`src/rtl/aes_round_sequencer.sv`:
```
`default_nettype none
// ============================================================================
//  Module      : aes_round_sequencer
//  Description : Control FSM for an iterative AES encryption datapath.
//                Accepts a block (in_valid/in_ready), then steps the datapath
//                through load + initial AddRoundKey, Nr-1 full rounds and the
//                final round, and holds out_valid until the consumer takes
//                the ciphertext (out_valid/out_ready).
//  Ports       : clk, rst (sync, active-high)
//                in_valid/in_ready, key_len      - request side
//                dp_load/dp_first/dp_round/dp_final, rk_addr - datapath control
//                out_valid/out_ready             - result side
//                busy                            - high outside IDLE
//  Config      : AES_ROUND_SEQUENCER_AES256_EN - when defined, key_len=1
//                selects 14 rounds; otherwise key_len is ignored, Nr=10.
//  Revision    : 1.0 - initial release
// ============================================================================
module aes_round_sequencer #(
    parameter int RK_ADDR_W = 4
) (
    input  logic                 clk,
    input  logic                 rst,
    input  logic                 in_valid,
    output logic                 in_ready,
    input  logic                 key_len,
    output logic                 dp_load,
    output logic                 dp_first,
    output logic                 dp_round,
    output logic                 dp_final,
    output logic [RK_ADDR_W-1:0] rk_addr,
    output logic                 out_valid,
    input  logic                 out_ready,
    output logic                 busy
);

    typedef enum logic [2:0] {
        S_IDLE  = 3'd0,
        S_INIT  = 3'd1,
        S_ROUND = 3'd2,
        S_FINAL = 3'd3,
        S_DONE  = 3'd4
    } state_t;

    localparam logic [3:0] C_NR_128 = 4'd10;

    state_t     r_state;
    logic [3:0] r_round;    // current round index, 1..Nr
    logic [3:0] r_nr;       // round count latched at acceptance
    logic [3:0] w_nr_sel;   // round count selected by the incoming request
    logic       w_last_round;

`ifdef AES_ROUND_SEQUENCER_AES256_EN
    localparam logic [3:0] C_NR_256 = 4'd14;
    assign w_nr_sel = key_len ? C_NR_256 : C_NR_128;
`else
    // AES-128 only build: key_len has no function here.
    logic w_unused_key_len;
    assign w_unused_key_len = key_len;
    assign w_nr_sel         = C_NR_128;
`endif

    // Last full round is Nr-1; the step after it is the final round.
    assign w_last_round = (r_round == (r_nr - 4'd1));

    // Outputs are registered alongside the state so each one reflects the
    // state being entered on the same edge.
    always_ff @(posedge clk) begin
        if (rst) begin
            r_state   <= S_IDLE;
            r_round   <= 4'd0;
            r_nr      <= 4'd0;
            in_ready  <= 1'b1;
            dp_load   <= 1'b0;
            dp_first  <= 1'b0;
            dp_round  <= 1'b0;
            dp_final  <= 1'b0;
            rk_addr   <= '0;
            out_valid <= 1'b0;
            busy      <= 1'b0;
        end else begin
            case (r_state)
                S_IDLE: begin
                    if (in_valid) begin
                        r_state  <= S_INIT;
                        r_nr     <= w_nr_sel;
                        r_round  <= 4'd0;
                        in_ready <= 1'b0;
                        busy     <= 1'b1;
                        dp_load  <= 1'b1;
                        dp_first <= 1'b1;
                        rk_addr  <= '0;
                    end
                end
                S_INIT: begin
                    r_state  <= S_ROUND;
                    r_round  <= 4'd1;
                    dp_load  <= 1'b0;
                    dp_first <= 1'b0;
                    dp_round <= 1'b1;
                    rk_addr  <= RK_ADDR_W'(4'd1);
                end
                S_ROUND: begin
                    if (w_last_round) begin
                        r_state  <= S_FINAL;
                        r_round  <= r_nr;
                        dp_round <= 1'b0;
                        dp_final <= 1'b1;
                        rk_addr  <= RK_ADDR_W'(r_nr);
                    end else begin
                        r_round  <= r_round + 4'd1;
                        rk_addr  <= RK_ADDR_W'(r_round + 4'd1);
                    end
                end
                S_FINAL: begin
                    r_state   <= S_DONE;
                    r_round   <= 4'd0;
                    dp_final  <= 1'b0;
                    rk_addr   <= '0;
                    out_valid <= 1'b1;
                end
                S_DONE: begin
                    // Always returns through IDLE, so a waiting requester is
                    // only accepted one cycle after the result is taken.
                    if (out_ready) begin
                        r_state   <= S_IDLE;
                        out_valid <= 1'b0;
                        busy      <= 1'b0;
                        in_ready  <= 1'b1;
                    end
                end
                default: begin
                    r_state   <= S_IDLE;
                    r_round   <= 4'd0;
                    r_nr      <= 4'd0;
                    in_ready  <= 1'b1;
                    dp_load   <= 1'b0;
                    dp_first  <= 1'b0;
                    dp_round  <= 1'b0;
                    dp_final  <= 1'b0;
                    rk_addr   <= '0;
                    out_valid <= 1'b0;
                    busy      <= 1'b0;
                end
            endcase
        end
    end

endmodule
`default_nettype wire

```
`config.mk`:
```
export PLATFORM = sky130hd
export DESIGN_NAME = aes_round_sequencer
export DESIGN_NICKNAME = d
export VERILOG_FILES = /design/src/rtl/aes_round_sequencer.sv
export SDC_FILE = /design/constraint.sdc
export NUM_CORES = 1
export LEC_CHECK = 0
export CAP_MARGIN = 0
export CELL_PAD_IN_SITES_DETAIL_PLACEMENT = 1
export CELL_PAD_IN_SITES_GLOBAL_PLACEMENT = 1
export CORE_MARGIN = 8
export CORE_UTILIZATION = 35
export DETAILED_ROUTE_END_ITERATION = 8
export GPL_TIMING_DRIVEN = 0
export PLACE_DENSITY = 0.86
export REMOVE_ABC_BUFFERS = 1
export SLEW_MARGIN = 20
export SYNTH_ARGS = -nofsm -noshare
export SYNTH_HDL_FRONTEND = slang
export SYNTH_SLANG_ARGS = --single-unit
export TNS_END_PERCENT = 10
```
`constraint.sdc`:
```
create_clock -name clk -period 1.45 [get_ports clk]
set_input_delay 0.29 -clock clk [delete_from_list [all_inputs] [get_ports clk]]
set_output_delay 0.29 -clock clk [all_outputs]
set_load 0.01 [all_outputs]
```
==> results of run 1 <==
[final timing paths]
kind	start	endpoint	slack, ns	cells past startpoint
setup / recovery	r_round[1]	r_round[1]	0.05	4
hold / removal	dp_final	dp_final	0.48	2
setup reg to reg	r_round[1]	r_round[1]	0.05	4
hold reg to reg	dp_final	dp_final	0.48	2
[layer usage]
metal	GRT usage	share of wire	vias up
met4	0.0399	0.0051	0
met2	0.178	0.51	11
met1	0.105	0.44	326
met3	0.0230	0.039	2
li1	-	-	328
met5	0	0	-
[critical path, stage by stage (launching register included)]
cell and delay (ns):
dfxtp_2 0.37, or3b_4 0.41, a21oi_4 0.19, mux2i_1 0.24, o22ai_2 0.08
[layout by cell type, fill, tap and decap left out, types with 2 or more instances in the layout]
cell type | Yosys | layout
clkdlybuf4s50_1 | 0 | 2
nand2_1 | 8 | 8
dlygate4sd2_1 | 0 | 11
clkbuf_4 | 0 | 3
nor2_1 | 7 | 6
inv_1 | 3 | 3
nor2b_1 | 2 | 2
dfxtp_1 | 14 | 8
o21ai_0 | 4 | 4
nand4b_1 | 2 | 2
nand3_1 | 2 | 2
mux2i_1 | 3 | 3
dfxtp_2 | 0 | 6
a21oi_1 | 10 | 10
nor3_1 | 2 | 2
[cells by family (layout without fill, tap and decap cells)]
| logic type | after synthesis | count (layout) | synth area share |
|---|---|---|---|
| AOI/OAI and AO/OA | 25 | 25 | 0.241 |
| xor gates and xnor gates | 1 | 1 | 0.0122 |
| adders and majority gates | 1 | 1 | 0.0174 |
| buffers and inverters | 8 | 21 | 0.0506 |
| DFF | 14 | 14 | 0.391 |
| muxes | 3 | 3 | 0.0419 |
| and+or+nand+nor | 31 | 31 | 0.246 |
[power groups by stage]
| stage | registers [W] | clock network [W] | logic, W |
|---|---|---|---|
| floorplan | 0.000476 | 0 | 0.000104 |
| global placement | 0.000472 | 0 | 0.000196 |
| detailed placement | 0.000475 | 0 | 0.000203 |
| CTS | 0.000468 | 0.000285 | 0.000189 |
| global route | 0.000476 | 0.000297 | 0.000207 |
| finish | 0.000470 | 0.000277 | 0.000186 |
[per-stage QoR]
stage	util	TNS, ns	cell area (um^2)
2_1_floorplan	-	0	692
3_3_place_gp	0.446	-0.969	866
3_5_place_dp	0.446	-1.15	866
4_1_cts	0.465	0	902
5_1_grt	0.467	-0.0189	907
6_report	0.467	0	907
[timing repair]
item,in CTS,in global routing
hold buffers,0,0
pin swaps,0,1
endpoints found under the setup margin,15,8
gates resized for setup,17,3
[layout make-up]
class | instances | area share
Clock buffer | 4 | 0.0400
Timing Repair Buffer | 14 | 0.142
Sequential cell | 14 | 0.317
Inverter | 3 | 0.0124
Multi-Input combinational cell | 61 | 0.451
Tap cell | 27 | 0.0372
==> impl_metrics.ini, run 1 <==
[route]
antenna_left = 0
vias = 667
drt_first_pass_iters = 2
finalWirelength_um = 1770
post_drt_wl_per_cell_um = 14.4
drc = 0
vias_per_cell = 5.42
drtIter0Drc = 2

[timing]
whs_ns = 0.482
finalMaxSlewViolations = 0
fmax_mhz = 714
rsz0062_at_grt = true
skew_ns = 0.00385
period_share = 0.967
relSlewSlack = 0.637
fin_ws_ns = 0.0485
hold_viol_final = 0
fin_crit_ns = 1.40
setup_viol = 0
worst_slew_pin_slew_ns = 0.543

[yosys]
avgSynthCellArea_um2 = 8.64
yosys.area.top_type = dfxtp_1
ys_seq_area_frac = 0.391
ys.flop_type = dfxtp_1
async_flop_share = 0
netlist_instances = 83
synth-edff-count = 0
ys_seq_elements = 14
synth_common_cells = dfxtp_1, a21oi_1, nand2_1
yosys_warnings = 0
syn_area_um2 = 717
yosys-top-cells-area = dfxtp_1, a21oi_1, mux2i_1
synth.top_cell.area_share = 0.391
synth_cell_types = 35
synth_most_common_cell = dfxtp_1

[clock_tree]
cts_sinks = 14
cts_tree = built
insertion_delay_ns = 0.27
cts_buffer_depth = 2
path_clk_slew_ns = 0.09
postCtsSetupRepairBufs = 0
root_buffer = clkbuf_4
htreeDepth = 1
cts_inserted_buffers = 3

[cells_and_area]
area_growth_syn_to_layout_pct = 26.5
fill_cells = 246
insertedDiodeCount = 0
top_register = r_round
largest_registers = r_round: 4 flops, r_state: 3 flops
largest_register_ffs = 4
drive_above_1_share = 0.167
final-seq-area_um2 = 288
multi_input_area_um2 = 409
final_net_count = 103
stdcell_count = 123

[placement]
dpl.hpwl_um = 1280
place_inst = 119
dp_slack_ns = -0.324
gp_congestion = 0.770
numPortBuffers = 14

[global_routing]
grt_antenna_before_repair = 0
track_usage = 0.0979
grt_pass1_vias = 668
grt_overflow = 0
grt_pass1_wl_um = 2870
grt_max_degree = 15

[floorplan]
coreArea_mm2 = 0.00194
die-width_um = 61.3
die_area_mm2 = 0.00375
start_util = 0.369
die_h_um = 61.3
io_pins = 16
std_cell_rows = 16

[power]
power_density_mw_per_mm2 = 1030
power_w = 0.000933
switching_power_w = 0.000266
pwr-share-clk = 0.297
swShare = 0.285
ir_worst_vdd_v = 0.000559
power_leakage_nw = 0.370
combPwrFrac = 0.199
seq_power_share = 0.504
intPower_w = 0.000667

[worst_setup_path]
criticalPathCategory = register to register
critPathRequiredTime_ns = 1.61
worstPathArrival_ns = 1.56
crit_fanout = 7
start_kind = register
crit_path_end_kind = register

[min_path]
min_path_type = register to register

[run]
drv_cap = 0

[run_status]
status = completed
Power figures use the tool's default switching activity.
==> run 2: changes to the inputs <==
- PLACE_DENSITY: 0.86 -> 0.77
==> run 2 against run 1 <==
Net effect:
- the flow now finishes with violations (negative setup slack)
- clock skew rose by 0.0023 ns
- wire length rose by 9.2%
- worst hold slack improved by 0.014 ns
- via count rose by 3.0%
- fmax fell by 3.6%
- sequential share of layout area fell by 0.90 points
- largest cell class unchanged
- global-route usage rose by 1.0 points
- critical path type unchanged
- core utilization rose by 2.8 points
- combinational power rose by 10%
==> impl_metrics.ini, run 2 (synthesis results as in run 1) <==
[timing]
period_share = 1.00
fmax_mhz = 688
relSlewSlack = 0.585
fin_crit_ns = 1.45
hold_viol_final = 0
finalMaxSlewViolations = 0
fin_ws_ns = -0.00411
skew_ns = 0.00619
setup_viol = 1
rsz0062_at_grt = true
whs_ns = 0.496
worst_slew_pin_slew_ns = 0.622

[clock_tree]
cts_inserted_buffers = 3
cts_buffer_depth = 2
holdBufCountCts = 0
insertion_delay_ns = 0.28
cts_tree = built
root_buffer = clkbuf_4
cts_sinks = 14
path_clk_slew_ns = 0.08
htreeDepth = 1

[cells_and_area]
area_growth_syn_to_layout_pct = 34.2
stdcell_count = 129
insertedDiodeCount = 0
fill_cells = 250
layout_common_cells = dlygate4sd2_1, a21oi_1, dfxtp_1, nand2_1, buf_4
layout_commonest_cell = dlygate4sd2_1
top_register = r_round
largest_register_ffs = 4
drive_above_1_share = 0.225
largest_registers = r_round: 4 flops, r_state: 3 flops
final_net_count = 110

[run_status]
status = finished with violations
violations = negative setup slack

[worst_setup_path]
critical_path_buf_inv_count = 0
criticalPathCategory = register to register
worstPathArrival_ns = 1.61
critPathTopFamily = simple AND/OR/NAND/NOR gates
worstPathCellList = or3b_4, a21oi_4, mux2i_2, o22ai_2
crit_path_end_kind = register
slowest_delay_ns = 0.40
cp_slowest_cell = or3b_4
start_kind = register
crit_fanout = 5
critPathRequiredTime_ns = 1.60

[power]
combPwrFrac = 0.230
pwr-share-clk = 0.244
intPower_w = 0.000619
ir_worst_vdd_v = 0.000563
power_leakage_nw = 0.390
switching_power_w = 0.000269
power_density_mw_per_mm2 = 924
swShare = 0.303
seq_power_share = 0.526

[floorplan]
die-width_um = 61.3
io_pins = 16
die_h_um = 61.3
die_area_mm2 = 0.00375
std_cell_rows = 16
start_util = 0.369
coreArea_mm2 = 0.00194

[route]
drc = 0
post_drt_wl_per_cell_um = 15.0
antenna_left = 0
finalWirelength_um = 1940
drtIter0Drc = 11
vias_per_cell = 5.33
drt_first_pass_iters = 4
vias = 687

[run]
drv_cap = 0

[global_routing]
grt_pass1_wl_um = 3040
grt_overflow = 0
top_usage_layer = met2
grt_antenna_before_repair = 0
track_usage = 0.108
grt_pass1_vias = 699
grt_use_met3 = 0.0313
globalRouteMet1Util = 0.120
gr-usage-met2 = 0.184
grt_max_degree = 15

[placement]
gp_congestion = 0.725
dpl.hpwl_um = 1290
place_inst = 119
numPortBuffers = 14

[min_path]
min_path_type = register to register
[run 2: cell count changes in the layout (fill, tap and decap cells not counted)]
cell,change
clkbuf_8,-1
nor2b_1,-1
dfxtp_4,+4
mux2i_2,+1
mux2i_1,-1
buf_4,+7
dfxtp_1,+1
dlygate4sd2_1,+1
dlymetal6s2s_1,-1
nor2_4,+1
nor2b_2,+1
nor2_2,-1
dfxtp_2,-5
[run 2: final timing paths]
path / start / end / slack (ns) / cells past startpoint
worst max-delay path: r_round[1] / r_round[1] / -0.004 / 4
worst min-delay path: dp_final / dp_final / 0.50 / 2
worst max register to register: r_round[1] / r_round[1] / -0.004 / 4
worst min register to register: dp_final / dp_final / 0.50 / 2
[run 2: area by class of cell]
| class | count | area [um^2] | share of cell area |
|---|---|---|---|
| multi-input cells | 61 | 420 | 0.437 |
| inverters | 3 | 11.3 | 0.0117 |
| flip-flops and latches | 14 | 297 | 0.308 |
| well taps | 27 | 33.8 | 0.0351 |
| clock buffers | 3 | 22.5 | 0.0234 |
| repair buffers | 21 | 178 | 0.185 |
[run 2: tightest hold or removal path, cell delays in order (launching register included)]
cell	delay, ns
dfxtp_1	0.31
o21ai_0	0.07
a21oi_1	0.07
[run 2: metal layers]
metal / vias up / share of wire
met5: - / 0
met4: 0 / 0.0088
met3: 2 / 0.049
met2: 14 / 0.50
met1: 332 / 0.45
li1: 339 / -
[run 2: metrics by stage]
stage	TNS [ns]	setup slack, ns	utilization	total power [W]	cell area, um^2
floorplan	0	0.0878	-	0.000580	692
global placement	-0.965	-0.286	0.446	0.000672	866
detailed placement	-1.14	-0.319	0.446	0.000678	866
CTS	-0.00188	-0.00188	0.457	0.000887	888
global route	-0.188	-0.0690	0.495	0.000947	962
finish	-0.00411	-0.00411	0.495	0.000889	962
[run 2: repair_timing]
action                     CTS  global route
resized for setup           19             7
setup endpoints to repair   16             4
buffers inserted             0             7
pin swaps                    0             1
[run 2: power by group through the flow]
stage / Sequential, W / Clock, W / Combinational (W)
4_1_cts: 0.000470 / 0.000229 / 0.000188
5_1_grt: 0.000473 / 0.000247 / 0.000228
3_5_place_dp: 0.000476 / 0 / 0.000202
6_report: 0.000467 / 0.000217 / 0.000205
3_3_place_gp: 0.000474 / 0 / 0.000198
2_1_floorplan: 0.000476 / 0 / 0.000104
==> run 3: changes to the inputs <==
- CORE_UTILIZATION: 35 -> 38
- PLACE_DENSITY: 0.77 -> 0.83
- clock period: 1.45 -> 1.8 ns (I/O delays scaled with it)
==> run 3 against run 2 <==
Net effect:
- the flow now finishes without violations
- register-to-register slack better by 0.21 ns
- worst setup slack gained 0.11 ns
- highest routed layer unchanged
- clock-buffer cell count unchanged
- critical path depth fell by 3
- global-route usage rose by 0.17 points
- final area is 7.9% lower
- sequential share of layout area is 0.82 points higher
- sequential power is 20% lower
- die area is 5.9% lower
- via count shrank 4.9%
==> impl_metrics.ini, run 3 (synthesis results as in run 1) <==
[worst_setup_path]
crit_fanout = 8
worstPathCellList = clkdlybuf4s50_1
ff2ff_setup_slack_ns = 0.21
crit_path_end_kind = output port
criticalPathCategory = register to output port
path_depth = 1
start_kind = register
cp_slowest_cell = clkdlybuf4s50_1
slowest_delay_ns = 0.59
critical_path_buf_inv_count = 1
timing.rr.start = r_state[1]
critPathTopFamily = buffers and inverters
worstPathArrival_ns = 1.34
rr_worst_depth = 3
critPathRequiredTime_ns = 1.44
r2r_end = r_round[3]
worstSetupEndpoint = rk_addr[0]
startpoint = r_round[0]

[timing]
fmax_mhz = 589
rsz0062_at_grt = false
setup-tns-final_ns = 0
setup_viol = 0
period_share = 0.943
fin_crit_ns = 1.70
whs_ns = 0.484
finalMaxSlewViolations = 0
skew_ns = 0.000436
worst_slew_pin_slew_ns = 0.514
relSlewSlack = 0.656
hold_viol_final = 0

[cells_and_area]
drive_above_1_share = 0.0842
multi_input_area_um2 = 400
largest_registers = r_round: 4 flops, r_state: 3 flops
top_register = r_round
area_growth_syn_to_layout_pct = 23.6
fill_cells = 221
final_net_count = 103
final-seq-area_um2 = 280
post-route-util = 0.508
stdcell_count = 120
final_area_um2 = 886
insertedDiodeCount = 0
largest_register_ffs = 4
layout_common_cells = dfxtp_1, clkdlybuf4s50_1, a21oi_1, nand2_1, nor2_1

[route]
post_drt_wl_per_cell_um = 14.8
drt_first_pass_iters = 2
vias = 653
drtIter0Drc = 4
drc = 0
finalWirelength_um = 1770
vias_per_cell = 5.44
antenna_left = 0

[power]
seq_power_share = 0.521
pwr-share-clk = 0.252
power_leakage_nw = 0.306
combPwrFrac = 0.228
swShare = 0.302
power_density_mw_per_mm2 = 812
ir_worst_vdd_v = 0.000464
switching_power_w = 0.000217
intPower_w = 0.000502

[floorplan]
std_cell_rows = 15
coreArea_mm2 = 0.00175
io_pins = 16
die_area_mm2 = 0.00353
die-width_um = 59.4
die_h_um = 59.4
start_util = 0.411

[clock_tree]
cts_tree = built
insertion_delay_ns = 0.28
path_clk_slew_ns = 0.08
htreeDepth = 1
postCtsSetupRepairBufs = 0
cts_sinks = 14
cts_buffer_depth = 2
post_cts_resize_count = 0
holdBufCountCts = 0
cts_inserted_buffers = 3
root_buffer = clkbuf_4

[placement]
dpl.hpwl_um = 1300
place_area_um2 = 863
place_inst = 117
numPortBuffers = 14
gp_congestion = 0.787

[min_path]
min_path_type = register to register

[global_routing]
grt_pass1_vias = 692
grt_antenna_before_repair = 0
track_usage = 0.110
grt_max_degree = 15
grt_overflow = 0
grt_pass1_wl_um = 2980

[run]
drv_cap = 0

[run_status]
status = completed
==> run 3: cell count changes in the layout (fill, tap and decap cells not counted), sizes merged <==
cell and change:
clkdlybuf4s50 +12, dlygate4sd2 -12, buf -7
==> run 3: power by group through the flow <==
stage / Combinational, W / Clock, W / Sequential [W]
finish: 0.000164 / 0.000181 / 0.000374
global route: 0.000180 / 0.000197 / 0.000380
CTS: 0.000167 / 0.000188 / 0.000374
detailed placement: 0.000166 / 0 / 0.000382
global placement: 0.000158 / 0 / 0.000381
floorplan: 0.0000837 / 0 / 0.000384
==> run 3: cell type report <==
| cell class | instances | area share |
|---|---|---|
| multi-input combinational | 61 | 0.452 |
| timing repair buffer | 14 | 0.158 |
| sequential | 14 | 0.316 |
| clock buffer | 3 | 0.0254 |
| tap | 25 | 0.0353 |
| inverter | 3 | 0.0127 |
==> run 3: how the worst min path moves through the flow <==
stage               slack (ns)  depth (start not counted)       end  startpoint
CTS                       0.49                          2  dp_final    dp_final
global route              0.51                          2  dp_final    dp_final
detailed placement        0.48                          2  dp_final    dp_final
finish                    0.48                          2  dp_final    dp_final
floorplan                 0.43                          1  dp_final         rst
global placement          0.46                          2  dp_final    dp_final
==> run 3: metal layers <==
layer / global-route usage / wire length [um] / part of all wire
met1: 0.118 / 803 / 0.45
met2: 0.191 / 873 / 0.49
met3: 0.0304 / 72 / 0.041
met4: 0.0512 / 22 / 0.012
met5: 0 / 0 / 0
==> run 3: per-stage QoR <==
stage | power (W) | setup WS [ns]
after floorplan | 0.000467 | 0.438
after global placement | 0.000539 | 0.000143
after detailed placement | 0.000548 | -0.0480
after CTS | 0.000729 | 0.0792
after global routing | 0.000757 | 0.0368
final | 0.000719 | 0.102
